File: src/rtl/id_ex_stage_if.sv
// -----------------------------------------------------------------------------
// id_ex_if: bundle between the ID stage (driver of *_i) and the ID/EX pipeline
// register (driver of *_o).
//   master : ID side / testbench. Drives freeze/flush/valid, control bits,
//            operands and specifiers. Observes registered EX-stage values,
//            stall_o and bubble_cnt_o.
//   slave  : id_ex_stage. Consumes *_i and produces *_o.
// -----------------------------------------------------------------------------
interface id_ex_if #(
    parameter int DATA_W = 32,
    parameter int REG_W  = 5,
    parameter int CNT_W  = 16
);
    // ID-stage side
    logic              freeze_i;
    logic              flush_i;
    logic              id_valid_i;
    logic              RegDst_i;
    logic              ALUSrc_i;
    logic              MemRead_i;
    logic              MemWrite_i;
    logic              RegWrite_i;
    logic              MemToReg_i;
    logic [1:0]        ALUOp_i;
    logic [DATA_W-1:0] data1_i;
    logic [DATA_W-1:0] data2_i;
    logic [DATA_W-1:0] imm_i;
    logic [REG_W-1:0]  rs_i;
    logic [REG_W-1:0]  rt_i;
    logic [REG_W-1:0]  rd_i;

    // EX-stage side
    logic              RegDst_o;
    logic              ALUSrc_o;
    logic              MemRead_o;
    logic              MemWrite_o;
    logic              RegWrite_o;
    logic              MemToReg_o;
    logic [1:0]        ALUOp_o;
    logic [DATA_W-1:0] data1_o;
    logic [DATA_W-1:0] data2_o;
    logic [DATA_W-1:0] imm_o;
    logic [REG_W-1:0]  rs_o;
    logic [REG_W-1:0]  rt_o;
    logic [REG_W-1:0]  rd_o;
    logic              valid_o;
    logic              stall_o;
    logic [CNT_W-1:0]  bubble_cnt_o;

    modport master (
        output freeze_i, flush_i, id_valid_i,
        output RegDst_i, ALUSrc_i, MemRead_i, MemWrite_i, RegWrite_i, MemToReg_i,
        output ALUOp_i, data1_i, data2_i, imm_i, rs_i, rt_i, rd_i,
        input  RegDst_o, ALUSrc_o, MemRead_o, MemWrite_o, RegWrite_o, MemToReg_o,
        input  ALUOp_o, data1_o, data2_o, imm_o, rs_o, rt_o, rd_o,
        input  valid_o, stall_o, bubble_cnt_o
    );

    modport slave (
        input  freeze_i, flush_i, id_valid_i,
        input  RegDst_i, ALUSrc_i, MemRead_i, MemWrite_i, RegWrite_i, MemToReg_i,
        input  ALUOp_i, data1_i, data2_i, imm_i, rs_i, rt_i, rd_i,
        output RegDst_o, ALUSrc_o, MemRead_o, MemWrite_o, RegWrite_o, MemToReg_o,
        output ALUOp_o, data1_o, data2_o, imm_o, rs_o, rt_o, rd_o,
        output valid_o, stall_o, bubble_cnt_o
    );
endinterface

File: src/rtl/id_ex_stage.sv
// -----------------------------------------------------------------------------
// id_ex_stage: ID/EX pipeline register of the 5-stage MIPS core.
//   clk_i : clock, all state updates on the rising edge
//   rst_i : synchronous active-high reset
//   bus   : id_ex_if.slave
//           in : freeze_i, flush_i, id_valid_i, control bits, ALUOp_i,
//                data1_i/data2_i/imm_i, rs_i/rt_i/rd_i
//           out: registered control/data/specifiers, valid_o,
//                stall_o (load-use hazard, combinational),
//                bubble_cnt_o (saturating count of flush/stall bubbles)
// Edge priority: reset > freeze (hold all) > bubble (load zeros) > load.
// -----------------------------------------------------------------------------
module id_ex_stage #(
    parameter int DATA_W = 32,
    parameter int REG_W  = 5,
    parameter int CNT_W  = 16
) (
    input  logic   clk_i,
    input  logic   rst_i,
    id_ex_if.slave bus
);

    typedef struct packed {
        logic              reg_dst;
        logic              alu_src;
        logic              mem_read;
        logic              mem_write;
        logic              reg_write;
        logic              mem_to_reg;
        logic [1:0]        alu_op;
        logic [DATA_W-1:0] data1;
        logic [DATA_W-1:0] data2;
        logic [DATA_W-1:0] imm;
        logic [REG_W-1:0]  rs;
        logic [REG_W-1:0]  rt;
        logic [REG_W-1:0]  rd;
        logic              valid;
    } ex_t;

    ex_t              ex_q, ex_d;
    logic [CNT_W-1:0] bubble_cnt_q, bubble_cnt_d;
    logic             stall;
    logic             counted;
    logic             bubble;

    // Load in EX whose destination (rt) is read by the instruction in ID.
    // Both rs and rt are compared for every instruction type on purpose;
    // a write to r0 never creates a dependency.
    always_comb begin
        stall = ex_q.valid && ex_q.mem_read && (ex_q.rt != '0) && bus.id_valid_i &&
                ((ex_q.rt == bus.rs_i) || (ex_q.rt == bus.rt_i));
    end

    // NOTE: every signal written here gets a default first, so no path can
    // leave one unassigned and infer a latch.
    always_comb begin
        ex_d         = ex_q;
        bubble_cnt_d = bubble_cnt_q;
        counted      = bus.flush_i || stall;
        bubble       = counted || !bus.id_valid_i;

        if (!bus.freeze_i) begin
            if (bubble) begin
                ex_d = '0;
                // Idle slots (no valid instruction in ID) are not counted.
                if (counted && (bubble_cnt_q != '1)) begin
                    bubble_cnt_d = bubble_cnt_q + 1'b1;
                end
            end else begin
                ex_d.reg_dst    = bus.RegDst_i;
                ex_d.alu_src    = bus.ALUSrc_i;
                ex_d.mem_read   = bus.MemRead_i;
                ex_d.mem_write  = bus.MemWrite_i;
                ex_d.reg_write  = bus.RegWrite_i;
                ex_d.mem_to_reg = bus.MemToReg_i;
                ex_d.alu_op     = bus.ALUOp_i;
                ex_d.data1      = bus.data1_i;
                ex_d.data2      = bus.data2_i;
                ex_d.imm        = bus.imm_i;
                ex_d.rs         = bus.rs_i;
                ex_d.rt         = bus.rt_i;
                ex_d.rd         = bus.rd_i;
                ex_d.valid      = 1'b1;
            end
        end
    end

    // NOTE: sequential state uses non-blocking assignments so every flop
    // samples the pre-edge values regardless of process evaluation order.
    always_ff @(posedge clk_i) begin
        // NOTE: data fields are cleared along with control so a reset bubble
        // presents all-zero outputs, not stale operands.
        if (rst_i) begin
            ex_q         <= '0;
            bubble_cnt_q <= '0;
        end else begin
            ex_q         <= ex_d;
            bubble_cnt_q <= bubble_cnt_d;
        end
    end

    assign bus.RegDst_o     = ex_q.reg_dst;
    assign bus.ALUSrc_o     = ex_q.alu_src;
    assign bus.MemRead_o    = ex_q.mem_read;
    assign bus.MemWrite_o   = ex_q.mem_write;
    assign bus.RegWrite_o   = ex_q.reg_write;
    assign bus.MemToReg_o   = ex_q.mem_to_reg;
    assign bus.ALUOp_o      = ex_q.alu_op;
    assign bus.data1_o      = ex_q.data1;
    assign bus.data2_o      = ex_q.data2;
    assign bus.imm_o        = ex_q.imm;
    assign bus.rs_o         = ex_q.rs;
    assign bus.rt_o         = ex_q.rt;
    assign bus.rd_o         = ex_q.rd;
    assign bus.valid_o      = ex_q.valid;
    assign bus.stall_o      = stall;
    assign bus.bubble_cnt_o = bubble_cnt_q;

endmodule

File: src/flat_wrapper.sv
// flat-port wrapper written by rule: the top's interface ports become plain ports
module id_ex_stage_flat 
#(
    parameter int DATA_W = 32,
    parameter int REG_W  = 5,
    parameter int CNT_W  = 16
)
  (clk_i, rst_i, bus_freeze_i, bus_flush_i, bus_id_valid_i, bus_RegDst_i, bus_ALUSrc_i, bus_MemRead_i, bus_MemWrite_i, bus_RegWrite_i, bus_MemToReg_i, bus_ALUOp_i, bus_data1_i, bus_data2_i, bus_imm_i, bus_rs_i, bus_rt_i, bus_rd_i, bus_RegDst_o, bus_ALUSrc_o, bus_MemRead_o, bus_MemWrite_o, bus_RegWrite_o, bus_MemToReg_o, bus_ALUOp_o, bus_data1_o, bus_data2_o, bus_imm_o, bus_rs_o, bus_rt_o, bus_rd_o, bus_valid_o, bus_stall_o, bus_bubble_cnt_o);
  id_ex_if #(.DATA_W(DATA_W), .REG_W(REG_W), .CNT_W(CNT_W)) bus_i ();
  input  logic clk_i;
  input  logic rst_i;
  input wire logic [$bits(bus_i.freeze_i)-1:0] bus_freeze_i;
  input wire logic [$bits(bus_i.flush_i)-1:0] bus_flush_i;
  input wire logic [$bits(bus_i.id_valid_i)-1:0] bus_id_valid_i;
  input wire logic [$bits(bus_i.RegDst_i)-1:0] bus_RegDst_i;
  input wire logic [$bits(bus_i.ALUSrc_i)-1:0] bus_ALUSrc_i;
  input wire logic [$bits(bus_i.MemRead_i)-1:0] bus_MemRead_i;
  input wire logic [$bits(bus_i.MemWrite_i)-1:0] bus_MemWrite_i;
  input wire logic [$bits(bus_i.RegWrite_i)-1:0] bus_RegWrite_i;
  input wire logic [$bits(bus_i.MemToReg_i)-1:0] bus_MemToReg_i;
  input wire logic [$bits(bus_i.ALUOp_i)-1:0] bus_ALUOp_i;
  input wire logic [$bits(bus_i.data1_i)-1:0] bus_data1_i;
  input wire logic [$bits(bus_i.data2_i)-1:0] bus_data2_i;
  input wire logic [$bits(bus_i.imm_i)-1:0] bus_imm_i;
  input wire logic [$bits(bus_i.rs_i)-1:0] bus_rs_i;
  input wire logic [$bits(bus_i.rt_i)-1:0] bus_rt_i;
  input wire logic [$bits(bus_i.rd_i)-1:0] bus_rd_i;
  output wire logic [$bits(bus_i.RegDst_o)-1:0] bus_RegDst_o;
  output wire logic [$bits(bus_i.ALUSrc_o)-1:0] bus_ALUSrc_o;
  output wire logic [$bits(bus_i.MemRead_o)-1:0] bus_MemRead_o;
  output wire logic [$bits(bus_i.MemWrite_o)-1:0] bus_MemWrite_o;
  output wire logic [$bits(bus_i.RegWrite_o)-1:0] bus_RegWrite_o;
  output wire logic [$bits(bus_i.MemToReg_o)-1:0] bus_MemToReg_o;
  output wire logic [$bits(bus_i.ALUOp_o)-1:0] bus_ALUOp_o;
  output wire logic [$bits(bus_i.data1_o)-1:0] bus_data1_o;
  output wire logic [$bits(bus_i.data2_o)-1:0] bus_data2_o;
  output wire logic [$bits(bus_i.imm_o)-1:0] bus_imm_o;
  output wire logic [$bits(bus_i.rs_o)-1:0] bus_rs_o;
  output wire logic [$bits(bus_i.rt_o)-1:0] bus_rt_o;
  output wire logic [$bits(bus_i.rd_o)-1:0] bus_rd_o;
  output wire logic [$bits(bus_i.valid_o)-1:0] bus_valid_o;
  output wire logic [$bits(bus_i.stall_o)-1:0] bus_stall_o;
  output wire logic [$bits(bus_i.bubble_cnt_o)-1:0] bus_bubble_cnt_o;
  assign bus_i.freeze_i = bus_freeze_i;
  assign bus_i.flush_i = bus_flush_i;
  assign bus_i.id_valid_i = bus_id_valid_i;
  assign bus_i.RegDst_i = bus_RegDst_i;
  assign bus_i.ALUSrc_i = bus_ALUSrc_i;
  assign bus_i.MemRead_i = bus_MemRead_i;
  assign bus_i.MemWrite_i = bus_MemWrite_i;
  assign bus_i.RegWrite_i = bus_RegWrite_i;
  assign bus_i.MemToReg_i = bus_MemToReg_i;
  assign bus_i.ALUOp_i = bus_ALUOp_i;
  assign bus_i.data1_i = bus_data1_i;
  assign bus_i.data2_i = bus_data2_i;
  assign bus_i.imm_i = bus_imm_i;
  assign bus_i.rs_i = bus_rs_i;
  assign bus_i.rt_i = bus_rt_i;
  assign bus_i.rd_i = bus_rd_i;
  assign bus_RegDst_o = bus_i.RegDst_o;
  assign bus_ALUSrc_o = bus_i.ALUSrc_o;
  assign bus_MemRead_o = bus_i.MemRead_o;
  assign bus_MemWrite_o = bus_i.MemWrite_o;
  assign bus_RegWrite_o = bus_i.RegWrite_o;
  assign bus_MemToReg_o = bus_i.MemToReg_o;
  assign bus_ALUOp_o = bus_i.ALUOp_o;
  assign bus_data1_o = bus_i.data1_o;
  assign bus_data2_o = bus_i.data2_o;
  assign bus_imm_o = bus_i.imm_o;
  assign bus_rs_o = bus_i.rs_o;
  assign bus_rt_o = bus_i.rt_o;
  assign bus_rd_o = bus_i.rd_o;
  assign bus_valid_o = bus_i.valid_o;
  assign bus_stall_o = bus_i.stall_o;
  assign bus_bubble_cnt_o = bus_i.bubble_cnt_o;
  id_ex_stage #(.DATA_W(DATA_W), .REG_W(REG_W), .CNT_W(CNT_W)) u_core (.clk_i(clk_i), .rst_i(rst_i), .bus(bus_i));
endmodule
File: config.mk
export PLATFORM = sky130hd
export DESIGN_NAME = id_ex_stage_flat
export DESIGN_NICKNAME = d
export VERILOG_FILES = /design/src/rtl/id_ex_stage_if.sv /design/src/rtl/id_ex_stage.sv /design/src/flat_wrapper.sv
export SDC_FILE = /design/constraint.sdc
export NUM_CORES = 1
export LEC_CHECK = 0
export BUFFER_PORTS_ARGS = -buffer_cell sky130_fd_sc_hd__buf_2
export CAP_MARGIN = 20
export CORE_ASPECT_RATIO = 0.6
export CORE_MARGIN = 3
export CORE_UTILIZATION = 43
export DETAILED_ROUTE_END_ITERATION = 8
export GPL_ROUTABILITY_DRIVEN = 1
export PLACE_DENSITY = 0.77
export SKIP_LAST_GASP = 1
export SLEW_MARGIN = 15
export SYNTH_ARGS = -nofsm -noshare
export SYNTH_HDL_FRONTEND = slang
export SYNTH_SLANG_ARGS = --single-unit
File: constraint.sdc
create_clock -name clk_i -period 2.1 [get_ports clk_i]
set_input_delay 0.105 -clock clk_i [delete_from_list [all_inputs] [get_ports clk_i]]
set_output_delay 0.105 -clock clk_i [all_outputs]
set_load 0.005 [all_outputs]
==> results.yml, run 1 <==
floorplan:
  start_util: 0.444
  fp.dieW_microns: 155
  num_rows: 32
  pin_count: 261
  coreArea_sq_um: 13000
  die_y_microns: 95.6
  dieArea_sq_um: 14900
pwr:
  peakVddDrop_mv: 0.520
  powerDensity_nw_per_um2: 708
  p_leak_nw: 3.91
critical_path:
  arrival_ns: 1.97
  cp_max_fo: 6
  cp-start-kind: "register"
  cp-end-kind: "primary output"
  worstPathRequired_ns: 2.00
  crit_type: "reg2out"
route:
  detail-route-antenna-nets: 0
  wl_microns: 21400
  drt_iter0_markers: 546
  routed-via-count: 6687
  dr.pass1.iters: 5
  drc_errors: 0
  avgRoutedWirePerCell_microns: 17.5
  vias_per_cell: 5.47
final_layout:
  syn2layout_area_growth_pct: 62.4
  fin_util: 0.720
  nets: 1167
  drive_gt1_frac: 0.340
  fin_cells: 1223
sta:
  holdWs_ns: 0.0179
  slew_headroom: 0.580
  setup_viol: 0
  rsz0062_at_grt: "yes"
  finalHoldViolCount: 0
  drv_slew: 0
  period_share: 0.986
  fmax_mhz: 483
  min_period_ns: 2.07
  worst_pin_slew_ns: 0.629
  skew_ns: 0.0135
grt:
  grt_usage: 0.269
  grt_overflow: 0
  grt_max_degree: 110
  antenna_found_initial: 0
  grt_pass1_vias: 6386
  grt_pass1_wl_microns: 32600
placement:
  io_buffers: 260
  dpl.hpwl_microns: 11800
  gp_congestion: 0.817
  numPlacedInstances: 1060
clock_tree:
  cts_max_path_buffers: 2
  cts.clk_slew.worst_paths_ns: 0.06
  cts_tree: "yes"
  cts_num_sinks: 136
  cts_made_buffers: 17
  root_buffer: "clkbuf_16"
  clk_latency_ns: 0.40
  htree_levels: 4
yosys:
  yosysWarnings: 0
  synthesis.nets: 802
  synthCells: 677
  syn_area_sq_um: 5760
  syn_area_per_cell_sq_um: 8.50
  ys_ff_latch: 136
  seq_area_frac_synth: 0.473
  yosysUniqueCellTypes: 41
  synth_edf_count: 0
  synth_ff_type: "dfxtp_1"
  async_flop_share: 0
run:
  drv_cap: 0
status:
  status: "completed"
hold_path:
  hold_path_class: "in2reg"
## critical path, cell delays in order, from the launching register on
cell and delay (ns):
dfxtp_4 0.35, or4_4 0.55, o2111ai_4 0.32, buf_12 0.18, nor2_4 0.03, buf_2 0.13
## through the flow
step                total power [mW]  cell area [sq um]  setup slack, ns  TNS (ns)
floorplan                       2.97               5760            0.105         0
global placement                3.22               7260           0.0564         0
detailed placement              3.22               7260           0.0106         0
CTS                             6.61               9150          -0.0192   -0.0316
global route                    6.84               9340          -0.0263   -0.0798
finish                          6.61               9350           0.0289         0
## power breakdown
group	total [mW]	internal, mW	switching (mW)
logic	0.722	0.377	0.345
clock network	3.22	2.09	1.13
registers	2.67	2.64	0.0324
## path summary, 6_finish.rpt
path | to | slack (ns) | startpoint | cells after the start
setup / recovery | bus_stall_o | 0.03 | u_core.bus.rt_o[4] | 5
hold / removal | u_core.bus.rt_o[2] | 0.02 | bus_rt_i[2] | 3
setup reg to reg | u_core.bus.bubble_cnt_o[10] | 0.05 | u_core.bus.rt_o[1] | 7
hold reg to reg | u_core.bus.data2_o[3] | 0.46 | u_core.bus.data2_o[3] | 2
## sequential cells by signal, indices dropped and copies added (netlist names)
name                     count
u_core.bus.rt_o              5
u_core.bus.ALUOp_o           2
u_core.bus.ALUSrc_o          1
u_core.bus.rs_o              5
u_core.bus.MemWrite_o        1
u_core.bus.MemRead_o         1
u_core.bus.imm_o            32
u_core.bus.data2_o          32
u_core.bus.valid_o           1
u_core.bus.data1_o          32
u_core.bus.MemToReg_o        1
u_core.bus.bubble_cnt_o     16
u_core.bus.RegDst_o          1
u_core.bus.RegWrite_o        1
u_core.bus.rd_o              5
## area by class of cell
| cell class | count | area (sq um) |
|---|---|---|
| inverters | 3 | 11.3 |
| multi-input cells | 465 | 2780 |
| well taps | 170 | 213 |
| clock inverters | 12 | 204 |
| diodes | 1 | 2.50 |
| repair buffers | 419 | 2980 |
| flip-flops and latches | 136 | 2730 |
| clock buffers | 17 | 425 |
| fillers | 939 | 3630 |
## routing by layer
layer  up-vias  wire length [microns]  track usage
li1       3201                      -            -
met1      3154                   9270        0.352
met2       302                  10100        0.443
met3        30                   1660       0.0726
met4         0                    337       0.0765
met5         -                      0            0
## cell families after synthesis
kind of cell    count (synthesis)  share of synthesized area
xor+xnor                       10                     0.0152
buf+inv                        76                     0.0550
mux                             7                     0.0141
simple gates                  181                      0.141
flops                         136                      0.473
compound gates                266                      0.299
fa+ha+maj                       1                    0.00217
## synth_stat cells, drive strengths merged (2+ instances only)
library cell | n | area share
or4 | 9 | 0.012
clkbuf | 52 | 0.034
nor2 | 11 | 0.0072
nand2 | 128 | 0.083
dfxtp | 136 | 0.47
o211ai | 120 | 0.16
and4 | 3 | 0.0046
buf | 21 | 0.019
mux2 | 6 | 0.012
nor3 | 2 | 0.0017
o32ai | 3 | 0.0046
nand4 | 5 | 0.0054
inv | 3 | 0.0020
o31ai | 8 | 0.010
a21oi | 128 | 0.11
nor2b | 6 | 0.0065
and3 | 2 | 0.0022
nor4 | 2 | 0.0033
or3 | 3 | 0.0033
xor2 | 10 | 0.015
nand3 | 5 | 0.0043
## what timing repair did
item,4_1_cts,5_1_grt
hold endpoints to repair,117,0
setup buffers,3,9
pin swaps,2,7
cloned,2,2
resized for setup,2,20
hold buffers,117,0
endpoints found under the setup margin,1,80
## placed cells by master (no fill, tap or decap), types with 4 or more instances in the layout
master	Yosys	layout
buf_12	0	6
dfxtp_2	0	5
nor2b_1	6	6
nor2_1	11	8
nand3_1	5	5
dfxtp_1	136	130
xor2_1	10	10
buf_4	0	31
buf_2	19	258
o211ai_1	120	120
a21oi_1	128	128
clkbuf_16	0	19
dlygate4sd3_1	0	117
mux2_2	4	4
bufinv_16	0	5
or4_1	8	8
nand4_1	5	5
o31ai_1	8	8
nand2_1	128	128
Power figures use the tool's default switching activity.
==> run 2, diff against run 1 <==
Settings changed: CELL_PAD_IN_SITES_DETAIL_PLACEMENT set to 2, CELL_PAD_IN_SITES_GLOBAL_PLACEMENT set to 2, CORE_UTILIZATION 43 to 23, PLACE_DENSITY 0.77 to not set, PLACE_DENSITY_LB_ADDON set to 0.1.
==> run 2 against run 1 <==
Compared with the run above:
- the run now ends with setup timing left
- total power grew 3.2%
- critical path depth grew 3
- sequential cell count is the same
- combinational power grew 5.5%
- largest power group unchanged
- worst hold slack gained 0.0011 ns
- register-to-register slack lost 0.06 ns
- die area grew 82%
==> results.yml, run 2 (synthesized netlist as in run 1, its figures left out) <==
critical_path:
  crit_type: "reg2reg"
  path_cells: "buf_4, or4_4, o2111ai_4, buf_4, a221o_2, buf_4, or4_1, a21oi_1"
  path_buf_inv: 3
  arrival_ns: 2.47
  slowest_stage: "or4_1"
  cp-start-kind: "register"
  cpMostUsedCell: "buf_4"
  cp-end-kind: "register"
  worstPathRequired_ns: 2.46
  cpPeakStageDelay_ns: 0.46
  cp_top_family: "compound AO/OA/AOI/OAI gates"
  cp_max_fo: 4
status:
  violations: "setup timing"
  status: "finished, violations left"
route:
  drt_iter0_markers: 224
  routed-via-count: 6735
  dr.pass1.iters: 4
  avgRoutedWirePerCell_microns: 20.0
  detail-route-antenna-nets: 0
  drc_errors: 0
  vias_per_cell: 4.83
  wl_microns: 27800
placement:
  gp_congestion: 0.758
  io_buffers: 260
  dpl.hpwl_microns: 17200
sta:
  min_period_ns: 2.11
  skew_ns: 0.0111
  drv_slew: 0
  worst_slack_ns: -0.00626
  finalHoldViolCount: 0
  holdWs_ns: 0.0190
  slew_headroom: 0.325
  fmax_mhz: 475
  setup_viol: 2
  worst_pin_slew_ns: 1.01
  period_share: 1.00
  rsz0062_at_grt: "yes"
clock_tree:
  clk_latency_ns: 0.43
  cts_made_buffers: 17
  htree_levels: 4
  cts_tree: "yes"
  cts.clk_slew.worst_paths_ns: 0.06
  root_buffer: "clkbuf_16"
  cts_max_path_buffers: 2
  cts_num_sinks: 136
grt:
  grt_overflow: 0
  grt_pass1_wl_microns: 42500
  grt_pass1_vias: 7428
  grt_usage: 0.198
  grt_max_degree: 89
  antenna_found_initial: 0
floorplan:
  dieArea_sq_um: 27000
  num_rows: 44
  pin_count: 261
  fp.dieW_microns: 210
  die_y_microns: 129
  coreArea_sq_um: 24400
  start_util: 0.236
pwr:
  peakVddDrop_mv: 0.544
  total_power_mw: 6.83
  p_leak_nw: 4.00
  powerDensity_nw_per_um2: 700
final_layout:
  diodes: 0
  syn2layout_area_growth_pct: 69.5
  fin_util: 0.400
  nets: 1183
  drive_gt1_frac: 0.358
  layout_common_cells: "buf_2, dfxtp_1, nand2_1, a21oi_1, o211ai_1"
  final_common_cell: "buf_2"
  fillCellCount: 2672
hold_path:
  hold_path_class: "in2reg"
run:
  drv_cap: 0
==> run 2: changes by cell type in the layout (fill, tap and decap cells not counted), moves of 2 or more <==
| cell | previous run | this run |
|---|---|---|
| buf_2 | 258 | 256 |
| o32ai_1 | 2 | 0 |
| inv_6 | 0 | 2 |
| dfxtp_2 | 5 | 3 |
| clkinv_4 | 3 | 1 |
| buf_4 | 31 | 43 |
| clkinvlp_4 | 3 | 5 |
| buf_6 | 1 | 3 |
| buf_12 | 6 | 9 |
| dfxtp_4 | 1 | 3 |
| o32ai_2 | 1 | 3 |
==> run 2: path summary, 6_finish.rpt <==
kind,cells past startpoint,endpoint,from,slack [ns]
worst max-delay path,8,u_core.bus.bubble_cnt_o[15],u_core.bus.rt_o[3],-0.006
worst max register to register,8,u_core.bus.bubble_cnt_o[15],u_core.bus.rt_o[3],-0.006
worst min register to register,2,u_core.bus.data2_o[20],u_core.bus.data2_o[20],0.46
worst min-delay path,3,u_core.bus.data1_o[28],bus_data1_i[28],0.02
==> run 2: area by class of cell <==
type / count / area, sq um / area share
sequential: 136 / 2740 / 0.281
timing repair buffer: 434 / 3120 / 0.320
tap: 322 / 403 / 0.0413
multi-input combinational: 466 / 2830 / 0.290
clock inverter: 14 / 219 / 0.0224
clock buffer: 18 / 439 / 0.0450
inverter: 3 / 11.3 / 0.00115
==> run 2: timing repair <==
action                                 4_1_cts  5_1_grt
hold buffers                               118        0
setup endpoints to repair                   13       94
cloned                                       1        2
gates resized for setup                     20       18
setup buffers                                9        7
endpoints found under the hold margin      118        0
pin swaps                                    7       12
==> run 2: where the power goes <==
part	internal, mW	switching, mW
Combinational	0.388	0.374
Sequential	2.63	0.0348
Clock	2.14	1.25
Total	5.17	1.66
==> run 2: metal layers <==
layer,vias to the layer above,global-route usage,part of all wire
met2,144,0.331,0.48
met4,0,0.0444,0.011
li1,3231,-,-
met5,-,0,0
met3,23,0.0590,0.048
met1,3337,0.255,0.46
==> run 2: per-stage QoR <==
step	cells	TNS, ns	area (sq um)	worst slack (ns)
final	1393	-0.0119	9760	-0.00626
after global routing	1393	-0.883	9760	-0.0752
after CTS	1385	-0.0144	9570	-0.0109
after detailed placement	1225	-0.213	7570	-0.0852
after global placement	1225	0	7570	0.0101
after floorplan	677	0	5760	0.105
==> run 2: worst register-to-register path: cells and delay by family (launching register included) <==
| family | cells | cell delay (ns) |
|---|---|---|
| AOI/OAI and AO/OA | 3 | 0.68 |
| buffers and inverters | 3 | 0.44 |
| DFF | 1 | 0.33 |
| and+or+nand+nor | 2 | 0.59 |
==> run 3, diff against run 2 <==
Settings changed: ABC_AREA set to 1.
==> run 3 against run 2 <==
Compared with the run above:
- the flow now finishes without violations
- highest routed layer unchanged
- critical path depth up 2
- non-clock buffer count fell by 36
- utilization down 2.1 points
- worst setup slack improved by 0.12 ns
- clock skew shrank 0.0038 ns
- via count fell by 0.70%
- clock power decreased by 3%
- global-route usage about the same
- largest power group unchanged
- die area is 0.14% higher
- worst hold slack improved by 0.12 ns
- register-to-register slack gained 0.22 ns
==> results.yml, run 3 <==
status:
  status: "completed"
sta:
  drv_slew: 0
  finalSetupTns_ns: 0
  skew_ns: 0.00729
  rsz0062_at_grt: "no"
  fmax_mhz: 503
  min_period_ns: 1.99
  setup_viol: 0
  worst_pin_slew_ns: 0.533
  slew_headroom: 0.645
  finalHoldViolCount: 0
  holdWs_ns: 0.141
  period_share: 0.946
clock_tree:
  cts_num_sinks: 136
  post_cts_buffers: 0
  cts.clk_slew.worst_paths_ns: 0.06
  root_buffer: "clkbuf_16"
  cts_made_buffers: 17
  cts_max_path_buffers: 2
  htree_levels: 4
  clk_latency_ns: 0.43
  cts_tree: "yes"
yosys:
  syn_area_per_cell_sq_um: 7.84
  async_flop_share: 0
  synth_ff_type: "dfxtp_1"
  synth_common_cells: "nand2_1, dfxtp_1, a21oi_1"
  yosysUniqueCellTypes: 23
  synth_edf_count: 0
  synthTopCellsByArea: "dfxtp_1, nand4_1, nand2_1, a21oi_1, clkbuf_1"
  synth_top_area_cell: "dfxtp_1"
  yosysWarnings: 0
  synth_most_common_cell: "nand2_1"
  syn_area_sq_um: 5760
  synthCells: 735
  ys_ff_latch: 136
  synth_top_cell_area_share: 0.472
  synthesis.nets: 860
  seq_area_frac_synth: 0.472
route:
  routed-via-count: 6688
  drc_errors: 0
  avgRoutedWirePerCell_microns: 19.3
  drt_iter0_markers: 281
  vias_per_cell: 4.72
  dr.pass1.iters: 4
  wl_microns: 27400
  detail-route-antenna-nets: 0
critical_path:
  arrival_ns: 1.88
  worstPathRequired_ns: 2.00
  cpPeakStageDelay_ns: 0.39
  crit_type: "reg2out"
  slowest_stage: "dfxtp_2"
  cp-start-kind: "register"
  path_cells: "inv_2, nand2_1, nand2_1, nor2_1, nand3_1, nand2_1, nand2_4, buf_16, inv_2, buf_2"
  cp_max_fo: 20
  cp_top_family: "simple AND/OR/NAND/NOR gates"
  cp-end-kind: "primary output"
  cpMostUsedCell: "nand2_1"
  path_buf_inv: 4
final_layout:
  fin_util: 0.379
  final_common_cell: "buf_2"
  fin_area_sq_um: 9250
  layout_common_cells: "buf_2, nand2_1, dfxtp_1, a21oi_1, nand4_1"
  nets: 1206
  multi_input_area_sq_um: 2610
  fillCellCount: 2871
  drive_gt1_frac: 0.310
  layout.area.seq_sq_um: 2730
  syn2layout_area_growth_pct: 60.5
pwr:
  powerDensity_nw_per_um2: 725
  peakVddDrop_mv: 0.478
  total_power_mw: 6.71
  p_leak_nw: 3.91
grt:
  grt_usage: 0.198
  grt_pass1_wl_microns: 42100
  grt_pass1_vias: 7195
  grt_overflow: 0
  antenna_found_initial: 2
  grt_max_degree: 88
placement:
  gp_congestion: 0.728
  placed_area_sq_um: 7350
  dpl.hpwl_microns: 16800
  io_buffers: 260
floorplan:
  dieArea_sq_um: 27100
  fp.dieW_microns: 210
  die_y_microns: 129
  coreArea_sq_um: 24400
  num_rows: 44
  pin_count: 261
  start_util: 0.236
run:
  drv_cap: 0
hold_path:
  hold_path_class: "in2reg"
run 3: routing by layer:
metal / vias up / wire length [microns] / GRT usage
li1: 3249 / - / -
met1: 3248 / 12800 / 0.260
met2: 167 / 12600 / 0.322
met3: 24 / 1610 / 0.0565
met4: 0 / 329 / 0.0523
met5: - / 0 / 0
run 3: area by class of cell:
class,count,area share
tap,322,0.0435
timing repair buffer,398,0.302
clock buffer,22,0.0523
sequential,136,0.295
multi-input combinational,507,0.282
inverter,21,0.00879
clock inverter,8,0.0156
antenna,3,0.000811
run 3: worst register-to-register path, delay by kind of cell (launching register included):
family | cells | cell delay (ns)
simple gates | 7 | 0.80
buf+inv | 1 | 0.44
flops | 1 | 0.39
compound gates | 1 | 0.19
run 3: final timing paths:
path / cells past startpoint / slack [ns] / start / to
min: 2 / 0.14 / rst_i / u_core.bus.data2_o[1]
max reg2reg: 9 / 0.21 / u_core.bus.rt_o[4] / u_core.bus.data1_o[26]
min reg2reg: 2 / 0.46 / u_core.bus.data1_o[25] / u_core.bus.data1_o[25]
max: 10 / 0.11 / u_core.bus.rt_o[4] / bus_stall_o
run 3: what timing repair did:
action | in CTS | in global routing
hold buffers | 119 | 0
endpoints found under the setup margin | 1 | 3
endpoints found under the hold margin | 119 | 0
resized for setup | 3 | 3
gates cloned | 1 | 1
run 3: cells by family (layout without fill, tap and decap cells):
family | count (synthesis) | count (layout) | synth area share
xor+xnor | 15 | 15 | 0.0228
flops | 136 | 136 | 0.472
buf+inv | 92 | 449 | 0.0758
compound gates | 137 | 137 | 0.128
other cells | 0 | 3 | 0
fa+ha+maj | 1 | 1 | 0.00217
simple gates | 354 | 354 | 0.299
run 3: power breakdown:
group	total, mW	switching (mW)	internal, mW	leakage (nW)
clock network	3.30	1.20	2.10	0.312
logic	0.741	0.379	0.362	2.50
registers	2.67	0.0327	2.64	1.10
run 3: stage by stage:
step / instances / setup WS (ns)
finish: 1417 / 0.113
floorplan: 735 / 0.442
detailed placement: 1263 / 0.268
global route: 1416 / 0.00439
CTS: 1413 / 0.0292
global placement: 1263 / 0.299
